===== config.mk =====
export PLATFORM = sky130hd
export DESIGN_NAME = display_frame_scheduler_flat
export DESIGN_NICKNAME = d
export VERILOG_FILES = /design/src/rtl/display_frame_scheduler_pkg.sv /design/src/rtl/display_frame_scheduler_if.sv /design/src/rtl/raster_counter.sv /design/src/rtl/display_frame_scheduler.sv /design/src/flat_wrapper.sv
export SDC_FILE = /design/constraint.sdc
export NUM_CORES = 1
export LEC_CHECK = 0
export CAP_MARGIN = 0
export CORE_MARGIN = 4
export CORE_UTILIZATION = 45
export CTS_CLUSTER_DIAMETER = 100
export DETAILED_ROUTE_END_ITERATION = 16
export GPL_TIMING_DRIVEN = 1
export PLACE_DENSITY = 0.74
export SYNTH_ARGS = -nofsm -noshare
export SYNTH_HDL_FRONTEND = slang
export SYNTH_SLANG_ARGS = --single-unit

===== constraint.sdc =====
create_clock -name clock -period 3.8 [get_ports clock]
set_clock_uncertainty 0.15 [all_clocks]
set_input_delay 0.76 -clock clock [delete_from_list [all_inputs] [get_ports clock]]
set_output_delay 0.76 -clock clock [all_outputs]
set_load 0.02 [all_outputs]

===== src/rtl/display_frame_scheduler_pkg.sv =====
// Shared display types: pixel format, default raster size and the
// per-frame scheduler state encoding.
package display_frame_scheduler_pkg;

  localparam int DISPLAY_H_ACTIVE = 640;
  localparam int DISPLAY_V_ACTIVE = 480;

  typedef logic [11:0] pixel_t;

  typedef enum logic [1:0] {
    ST_CLEAR,
    ST_DRAW,
    ST_WAIT_VBLANK,
    ST_SWAP
  } frame_sched_state_t;

  function automatic logic [15:0] sat_inc16(
    input logic [15:0] v
  );
    return (v == 16'hFFFF) ? v : v + 16'd1;
  endfunction

endpackage


===== src/rtl/display_frame_scheduler_if.sv =====
// Pixel-drawing client handshake between a renderer (master) and
// the frame scheduler (slave).
interface display_frame_scheduler_if;
  import display_frame_scheduler_pkg::*;

  logic       draw_valid;
  logic       draw_ready;
  logic [9:0] draw_x;
  logic [9:0] draw_y;
  pixel_t     draw_data;
  logic       draw_done;
  logic       frame_begin;

  modport master (
    output draw_valid,
    output draw_x,
    output draw_y,
    output draw_data,
    output draw_done,
    input  draw_ready,
    input  frame_begin
  );

  modport slave (
    input  draw_valid,
    input  draw_x,
    input  draw_y,
    input  draw_data,
    input  draw_done,
    output draw_ready,
    output frame_begin
  );

endinterface


===== src/rtl/raster_counter.sv =====
// Raster-order x/y sweep counter: x inner, y outer, wraps to (0,0)
// after the last pixel.
module raster_counter #(
  parameter int H_ACTIVE = 640,
  parameter int V_ACTIVE = 480
) (
  input  logic       clock,
  input  logic       reset,
  input  logic       start,
  input  logic       advance,
  output logic [9:0] x,
  output logic [9:0] y,
  output logic       last
);

  localparam logic [9:0] X_LAST = 10'(H_ACTIVE - 1);
  localparam logic [9:0] Y_LAST = 10'(V_ACTIVE - 1);

  always_ff @(posedge clock) begin
    if (!reset || start) begin
      x <= '0;
      y <= '0;
    end else if (advance) begin
      if (x == X_LAST) begin
        x <= '0;
        y <= (y == Y_LAST) ? '0 : y + 10'd1;
      end else begin
        x <= x + 10'd1;
      end
    end
  end

  assign last = (x == X_LAST) && (y == Y_LAST);

endmodule


===== src/rtl/display_frame_scheduler.sv =====
// Per-frame back-buffer sequencer: clear, draw, wait for vblank,
// swap. Owns the mux port-b write controls and the swap strobe.
module display_frame_scheduler
  import display_frame_scheduler_pkg::*;
#(
  parameter int H_ACTIVE     = DISPLAY_H_ACTIVE,
  parameter int V_ACTIVE     = DISPLAY_V_ACTIVE,
  parameter bit CLEAR_ENABLE = 1'b1
) (
  input  logic        clock,
  input  logic        reset,
  input  logic        vsync_start,
  input  pixel_t      clear_color,
  display_frame_scheduler_if.slave draw,
  output logic [9:0]  buf_x,
  output logic [9:0]  buf_y,
  output logic        buf_we,
  output pixel_t      buf_wdata,
  output logic        frame_complete,
  output logic [15:0] frame_count,
  output logic [15:0] frames_dropped
);

  localparam frame_sched_state_t START_ST =
    CLEAR_ENABLE ? ST_CLEAR : ST_DRAW;
  localparam logic [10:0] H_LIM = 11'(H_ACTIVE);
  localparam logic [10:0] V_LIM = 11'(V_ACTIVE);

  frame_sched_state_t state;
  frame_sched_state_t next_state;

  logic [9:0] clr_x;
  logic [9:0] clr_y;
  logic       clr_last;
  logic       handshake;
  logic       in_range;
  logic       drop;

  logic       we_d;
  logic [9:0] x_d;
  logic [9:0] y_d;
  pixel_t     wdata_d;
  logic       complete_d;
  logic       begin_d;
  logic       begin_q;

  raster_counter #(
    .H_ACTIVE (H_ACTIVE),
    .V_ACTIVE (V_ACTIVE)
  ) u_clear_cnt (
    .clock   (clock),
    .reset   (reset),
    .start   (state != ST_CLEAR),
    .advance (state == ST_CLEAR),
    .x       (clr_x),
    .y       (clr_y),
    .last    (clr_last)
  );

  assign draw.draw_ready  = (state == ST_DRAW);
  assign draw.frame_begin = begin_q;

  assign handshake = draw.draw_valid && draw.draw_ready;
  assign in_range  = ({1'b0, draw.draw_x} < H_LIM) &&
                     ({1'b0, draw.draw_y} < V_LIM);

  always_ff @(posedge clock) begin
    if (!reset) state <= START_ST;
    else        state <= next_state;
  end

  always_comb begin
    next_state = state;
    unique case (state)
      ST_CLEAR:
        if (clr_last) next_state = ST_DRAW;
      ST_DRAW:
        if (draw.draw_done)
          next_state = vsync_start ? ST_SWAP : ST_WAIT_VBLANK;
      ST_WAIT_VBLANK:
        if (vsync_start) next_state = ST_SWAP;
      ST_SWAP:
        next_state = START_ST;
      default:
        next_state = START_ST;
    endcase
  end

  always_comb begin
    we_d    = 1'b0;
    x_d     = buf_x;
    y_d     = buf_y;
    wdata_d = buf_wdata;
    unique case (1'b1)
      (state == ST_CLEAR): begin
        we_d    = 1'b1;
        x_d     = clr_x;
        y_d     = clr_y;
        wdata_d = clear_color;
      end
      handshake: begin
        we_d    = in_range;
        x_d     = draw.draw_x;
        y_d     = draw.draw_y;
        wdata_d = draw.draw_data;
      end
      default: ;
    endcase
    complete_d = (next_state == ST_SWAP);
    begin_d    = (next_state == ST_DRAW) && (state != ST_DRAW);
    // A vblank is only useful in WAIT_VBLANK or alongside draw_done
    drop = vsync_start &&
           ((state == ST_CLEAR) || (state == ST_SWAP) ||
            ((state == ST_DRAW) && !draw.draw_done));
  end

  always_ff @(posedge clock) begin
    if (!reset) begin
      buf_we         <= 1'b0;
      buf_x          <= '0;
      buf_y          <= '0;
      buf_wdata      <= '0;
      frame_complete <= 1'b0;
      begin_q        <= 1'b0;
      frame_count    <= '0;
      frames_dropped <= '0;
    end else begin
      buf_we         <= we_d;
      buf_x          <= x_d;
      buf_y          <= y_d;
      buf_wdata      <= wdata_d;
      frame_complete <= complete_d;
      begin_q        <= begin_d;
      frame_count    <= frame_count + {15'd0, complete_d};
      if (drop) frames_dropped <= sat_inc16(frames_dropped);
    end
  end

endmodule

===== src/flat_wrapper.sv =====
// flat-port wrapper written by rule: the top's interface ports become plain ports
module display_frame_scheduler_flat import display_frame_scheduler_pkg::*;
#(
  parameter int H_ACTIVE     = DISPLAY_H_ACTIVE,
  parameter int V_ACTIVE     = DISPLAY_V_ACTIVE,
  parameter bit CLEAR_ENABLE = 1'b1
)
  (clock, reset, vsync_start, clear_color, buf_x, buf_y, buf_we, buf_wdata, frame_complete, frame_count, frames_dropped, draw_draw_valid, draw_draw_x, draw_draw_y, draw_draw_data, draw_draw_done, draw_draw_ready, draw_frame_begin);
  display_frame_scheduler_if draw_i ();
  input  logic clock;
  input  logic reset;
  input  logic vsync_start;
  input  pixel_t clear_color;
  output logic [9:0] buf_x;
  output logic [9:0] buf_y;
  output logic buf_we;
  output pixel_t buf_wdata;
  output logic frame_complete;
  output logic [15:0] frame_count;
  output logic [15:0] frames_dropped;
  input wire logic [$bits(draw_i.draw_valid)-1:0] draw_draw_valid;
  input wire logic [$bits(draw_i.draw_x)-1:0] draw_draw_x;
  input wire logic [$bits(draw_i.draw_y)-1:0] draw_draw_y;
  input wire logic [$bits(draw_i.draw_data)-1:0] draw_draw_data;
  input wire logic [$bits(draw_i.draw_done)-1:0] draw_draw_done;
  output wire logic [$bits(draw_i.draw_ready)-1:0] draw_draw_ready;
  output wire logic [$bits(draw_i.frame_begin)-1:0] draw_frame_begin;
  assign draw_i.draw_valid = draw_draw_valid;
  assign draw_i.draw_x = draw_draw_x;
  assign draw_i.draw_y = draw_draw_y;
  assign draw_i.draw_data = draw_draw_data;
  assign draw_i.draw_done = draw_draw_done;
  assign draw_draw_ready = draw_i.draw_ready;
  assign draw_frame_begin = draw_i.frame_begin;
  display_frame_scheduler #(.H_ACTIVE(H_ACTIVE), .V_ACTIVE(V_ACTIVE), .CLEAR_ENABLE(CLEAR_ENABLE)) u_core (.clock(clock), .reset(reset), .vsync_start(vsync_start), .clear_color(clear_color), .draw(draw_i), .buf_x(buf_x), .buf_y(buf_y), .buf_we(buf_we), .buf_wdata(buf_wdata), .frame_complete(frame_complete), .frame_count(frame_count), .frames_dropped(frames_dropped));
endmodule

**Word-level counts from Yosys, hierarchy flattened**

Index checks and enable logic that the tools add are counted.

- Order comparisons: 2
- Muxes and demuxes: 11
- Equality and inequality tests: 9
- $add $sub $neg: 4
- Bitwise operators: 1
- Reductions and logical operators: 16

Operators with widths:

| kind | count |
|---|---|
| one-hot mux 10 bit (2 select lines) | 2 |
| one-hot mux 12 bit (2 select lines) | 1 |
| adder 10 x 1 -> 10 bit (second input constant) | 2 |
| 2-to-1 mux 10 bit | 2 |
| adder 16 x 1 -> 16 bit | 1 |
| adder 16 x 1 -> 16 bit (second input constant) | 1 |
| equality test 16 bit (second input constant) | 1 |
| equality test 10 bit (second input constant) | 1 |
| equality test 10 x 9 -> 1 bit (second input constant) | 1 |
| < comparator 10 bit (second input constant) | 1 |
| < comparator 10 x 9 -> 1 bit (second input constant) | 1 |
| one-hot mux 2 bit (4 select lines) | 1 |
| equality test 2 bit (second input constant) | 3 |
| logical AND 1 bit | 6 |
| 2-to-1 mux 2 bit | 3 |
| equality test 2 x 1 -> 1 bit (second input constant) | 2 |
| AND reduction 2 bit | 2 |
| nonzero test 2 bit | 2 |
| logical OR 1 bit | 3 |
| zero test 1 bit | 2 |
| zero test 2 bit | 1 |
| inequality test 2 x 1 -> 1 bit (second input constant) | 1 |
| one-hot mux 1 bit (2 select lines) | 1 |
| 2-to-1 mux 1 bit | 1 |
| inverter 1 bit | 1 |

- Output and inout port bits: 68
- Register bits after elaboration: 89

**Longest topological paths before layout**

- Word-level depth: 6
- Depth in mapped cells: 13
- Mapped depth without buffers: 11

**Modules after synthesis**

Synthesis repeated with hierarchy kept, for this count alone.

- Cells, all modules: 468
- Area, all modules: 4,301.6 um2

Modules (own cells, without submodules):

| module | cells an instance | area each (um2) | instances |
|---|---|---|---|
| display_frame_scheduler | 357 | 3,263.1 | 1 |
| raster_counter | 111 | 1,038.5 | 1 |

**Worst setup path after synthesis**

No wires, ideal clock.

- Path kind: reg2reg
- From: register u_core.state[0]
- To: register u_core.frame_count[15]
- Clock period less this slack: 2.663 ns
- Data required time: 3.532 ns
- Setup slack: 1.137 ns
- Arrival: 2.395 ns
- Stages on the path, launching flop included: 12
- Library setup time: 0.118 ns
- Cells stage by stage: dfxtp_1 inv_1 ha_1 buf_2 buf_2 o32a_1 nor2_1 ha_1 nand2_1 nor4_1 nand2_1 mux2i_1

- Word-level cells in the longest chain between the ends: 4
- Elaborated cells on any way between the ends: 10
- Classes of those cells: 1 x add/sub; 4 x eq/ne; 4 x mux; 1 x reduce/logical

RTL lines:

| element | line | source |
|---|---|---|
| start: declaration | display_frame_scheduler.sv:29 | `frame_sched_state_t state;` |
| start signal: assignment | display_frame_scheduler.sv:69 | `else state <= next_state;` |
| equality test 2 bit (tied with other cells) | display_frame_scheduler.sv:74 | `unique case (state)` |
| one-hot mux 2 bit (4 select lines) * | display_frame_scheduler.sv:74 |  |
| equality test 2 bit * | display_frame_scheduler.sv:109 | `complete_d = (next_state == ST_SWAP);` |
| via u_core.complete_d | display_frame_scheduler.sv:43 | `logic complete_d;` |
| adder 16 x 1 -> 16 bit * | display_frame_scheduler.sv:134 | `frame_count <= frame_count + {15'd0, complete_d};` |
| end signal: assignment | display_frame_scheduler.sv:134 |  |
| end: declaration | display_frame_scheduler.sv:20 | `output logic [15:0] frame_count,` |

Mark *: on every way through the listed nets, which the timed path passes. The rest lies on a longest branch.
A chain may end at the register's enable or synchronous reset.

**Worst setup path after layout**

- From: input draw_draw_done
- To: register u_core.frame_count[15]

- Word-level cells in the longest chain between the ends: 4

RTL lines:

| element | line | source |
|---|---|---|
| start: declaration | flat_wrapper.sv:25 | `input wire logic [$bits(draw_i.draw_done)-1:0] draw_draw_done;` |
| 2-to-1 mux 2 bit | display_frame_scheduler.sv:78 | `if (draw.draw_done)` |
| one-hot mux 2 bit (4 select lines) | display_frame_scheduler.sv:74 |  |
| equality test 2 bit | display_frame_scheduler.sv:109 |  |
| via u_core.complete_d | display_frame_scheduler.sv:43 |  |
| adder 16 x 1 -> 16 bit | display_frame_scheduler.sv:134 |  |

The timed path passes the listed nets, and every way through them passes these cells.

==> out/results.tsv <==
stage	metric	value	unit
sta	grt_setup_unrepaired	no	
cells_and_area	antennaDiodeCount	0	
global_route	overall_routing_resource_usage	19.2	%
pwr	power.sequential.fraction	56.2	%
setup_path	regToRegStartpoint	u_core.state[0]	
yosys	synth-seq-area-share	43.0	%
yosys	ys_seq_elements	89	
setup_path	cp_data_arrival_time	3.08	ns
drt	route.final.wire_length	10.7	mm
place	routabilityCongestion	0.841	
cells_and_area	finalInstanceArea	5560	sq um
setup_path	endpoint	u_core.frame_count[15]	
clock_tree	number_of_buffers_added_by_the_clock_tree_synthesis_step	9	
clock_tree	cts_hold_buffers	0	
yosys	ys_types	51	
drt	detailedRoute.firstIterationViolations	135	
pwr	power.switching	418	uW
clock_tree	clkLatencyLatePin	0.36	ns
pwr	power.ir.vdd_worst	0.156	mV
cells_and_area	multi_input_comb_area	2220	sq um
setup_path	worst_ep_required_time	3.91	ns
yosys	synth_cells	460	
sta	timing_hold_violations_final	0	
clock_tree	cts_root_buffer	clkbuf_8	
die	design.die.area	10800	sq um
yosys	netlist_area	4140	sq um
setup_path	r2r_slack	0.91	ns
clock_tree	cts-root-to-sink-buffers	2	
pwr	powerDensity	306	nW/um^2
global_route	number_of_antenna_violations_at_the_first_check_in_global_routing	0	
drt	routedWlPerCell	15.6	um
cells_and_area	area.growth.synth_to_final	34.1	%
sta	final.period_utilization	78.4	%
drt	num_vias	3801	
cells_and_area	filler_cell_count	798	
setup_path	timing.rr.end	u_core.frame_count[15]	
sta	finalMaxSlewViolations	0	
setup_path	worst_setup_path_start_kind	input pin	
place	count_of_placed_standard_cells_including_taps	665	
cells_and_area	sequential_cell_area	1780	sq um
pwr	cellLeakagePower	2.06	nW
sta	final_setup_violation_count	0	
pwr	combPwrFrac	7.9	%
place	detailedPlacementHpwl	7.54	mm
cells_and_area	core_utilization_of_the_finished_layout	62.8	%
global_route	grt_first_pass_wirelength	17.6	mm
drt	route.detailed.drc	0	
outcome	outcome	finished, final reports clean	
global_route	largest_net_degree_at_the_start_of_global_routing	40	
pwr	power.switching_fraction	24.6	%
setup_path	worstRegToRegCells	11	
sta	slew_of_the_pin_with_the_lowest_slew_margin	1.01	ns
die	die_y	104	um
sta	period_needed	2.98	ns
pwr	power.internal	1.28	mW
cells_and_area	post_route_cells_drive_above_1_share	5.06	%
yosys	proportion_of_register_bits_with_asynchronous_set_or_reset_after_synthesis	0	%
drt	detail_route_antenna_nets	0	
clock_tree	htree_levels	3	
clock_tree	resized_cells_post_cts	0	
yosys	avgSynthCellArea	9.01	sq um
setup_path	cp-startpoint	draw_draw_done	
flow_run	max-cap-violations	0	
clock_tree	cts.clk_slew.worst_paths	0.09	ns
global_route	total_congestion_overflow_after_global_routing	0	
place	post_dp_cell_area	5380	sq um
clock_tree	post-cts-setup-buffers	0	
die	placeableCoreArea	8850	sq um
die	initial_core_util	46.8	%
die	io-pin-count	117	
global_route	grt_pass1_vias	3773	
yosys	yosys_warnings	0	
sta	timing.max_slew.rel_slack	32.0	%
yosys	postSynthNetCount	517	
die	die_width	104	um
drt	drtPass1Iterations	4	
pwr	clk_pwr_share	36.0	%
cells_and_area	fin_nets	625	
setup_path	timing.setup.critical_path_class	in2reg	
sta	tns	0	ns
clock_tree	clock_tree_from_tritoncts	yes	
setup_path	cp-end-kind	flop	
yosys	number_of_enable_type_register_cells_in_the_synthesized_netlist	0	
worst_hold_path	hp-class	reg2reg	
yosys	synthFlopType	dfxtp_1	
cells_and_area	post_layout_nonfiller_instances	681	
sta	timing.fmax	336	MHz
drt	route.detailed.vias_per_inst	5.58	
place	port_buffers	116	
clock_tree	clock_sinks	89	
die	floorplan_row_count	34	
setup_path	critical_path.max_fanout	8	
## power by group through the flow
stage	clock, mW	combinational, mW	sequential [mW]
2_1_floorplan	0	0.0371	0.988
3_3_place_gp	0	0.132	0.976
3_5_place_dp	0	0.134	0.977
4_1_cts	0.625	0.134	0.955
5_1_grt	0.663	0.144	0.957
6_report	0.611	0.134	0.955
## stage by stage
step	worst slack, ns	hold WS (ns)	total power [mW]
final	0.822	0.326	1.70
after global routing	0.655	0.339	1.76
after CTS	0.846	0.326	1.71
after detailed placement	0.492	0.303	1.11
after global placement	0.583	0.294	1.11
after floorplan	1.14	0.280	1.03
## flip-flops by register name (all words and copies together), names as in the netlist
name / count
u_core.u_clear_cnt.y: 10
u_core.u_clear_cnt.x: 10
u_core.draw.frame_begin: 1
u_core.frame_complete: 1
u_core.buf_we: 1
u_core.buf_x: 10
u_core.state: 2
u_core.frame_count: 16
u_core.buf_y: 10
u_core.frames_dropped: 16
u_core.buf_wdata: 12
## synthesized netlist by cell type (all sizes together), types with 2 or more instances
library cell	n	area share (%)
o41ai	2	0.42
or3	7	1.1
nand4bb	2	0.54
clkbuf	13	1.2
dfxtp	89	43
a211oi	33	6.0
nor4	9	1.5
buf	11	1.3
nand4	19	2.9
and2	2	0.30
mux2i	34	8.2
o21a	4	0.72
nor2	67	6.1
nand2b	3	0.45
a21oi	22	2.7
o31a	2	0.42
and3	3	0.45
and4	3	0.63
o31ai	9	1.6
or4	11	2.1
nand2	17	1.5
ha	8	2.4
nor3	11	1.3
nand3b	2	0.36
nand3	13	1.6
xnor2	16	3.4
xor2	8	1.7
inv	13	1.2
o21ai	11	1.3
## routing by layer
metal / global-route usage (%) / wire length [um]
met1: 23.9 / 4900
met2: 31.6 / 4960
met3: 5.03 / 595
met4: 8.07 / 191
met5: 0 / 0
## logic make-up (layout without fill, tap and decap cells)
group | Yosys count | count (layout) | share of synthesized area (%)
and+or+nand+nor | 173 | 173 | 21.9
AOI/OAI and AO/OA | 94 | 94 | 15.5
DFF | 89 | 89 | 43.0
buffers and inverters | 37 | 150 | 3.65
muxes | 35 | 35 | 8.48
xor gates and xnor gates | 24 | 24 | 5.07
adders and majority gates | 8 | 8 | 2.42
## worst min path at each step
stage	endpoint	cells after the start	slack, ns	startpoint
4_1_cts	u_core.u_clear_cnt.x[0]	1	0.33	u_core.u_clear_cnt.x[0]
2_1_floorplan	u_core.u_clear_cnt.x[0]	1	0.28	u_core.u_clear_cnt.x[0]
5_1_grt	u_core.u_clear_cnt.x[0]	1	0.34	u_core.u_clear_cnt.x[0]
3_5_place_dp	u_core.u_clear_cnt.x[0]	1	0.30	u_core.u_clear_cnt.x[0]
6_report	u_core.u_clear_cnt.x[0]	1	0.33	u_core.u_clear_cnt.x[0]
3_3_place_gp	u_core.u_clear_cnt.x[0]	1	0.29	u_core.u_clear_cnt.x[0]
## placed cells by master, fill, tap and decap left out, types with 10 or more instances in the layout
| master | netlist | layout |
|---|---|---|
| a211oi_1 | 33 | 33 |
| a21oi_1 | 22 | 22 |
| clkbuf_8 | 0 | 10 |
| clkdlybuf4s50_1 | 0 | 116 |
| dfxtp_1 | 89 | 89 |
| inv_1 | 12 | 12 |
| mux2i_1 | 34 | 34 |
| nand2_1 | 17 | 16 |
| nand3_1 | 13 | 13 |
| nand4_1 | 19 | 19 |
| nor2_1 | 67 | 67 |
| nor3_1 | 11 | 11 |
| or4_1 | 10 | 10 |
| xnor2_1 | 16 | 16 |
## layout make-up
cell class	count	area share (%)
clock buffers	11	2.54
well taps	108	2.43
repair buffers	121	21.6
inverters	13	0.878
clock inverters	5	0.675
flip-flops and latches	89	32.1
multi-input cells	334	39.9
## critical path, cell delays in order
cell,delay [ns]
clkdlybuf4s50_1,0.48
and2b_1,0.31
nor3_1,0.06
o32a_1,0.18
nor2_1,0.16
ha_1,0.23
nand2_1,0.18
nor4_1,0.46
nand2_1,0.13
mux2i_1,0.13
No activity file was read; power rests on OpenSTA's default activity.
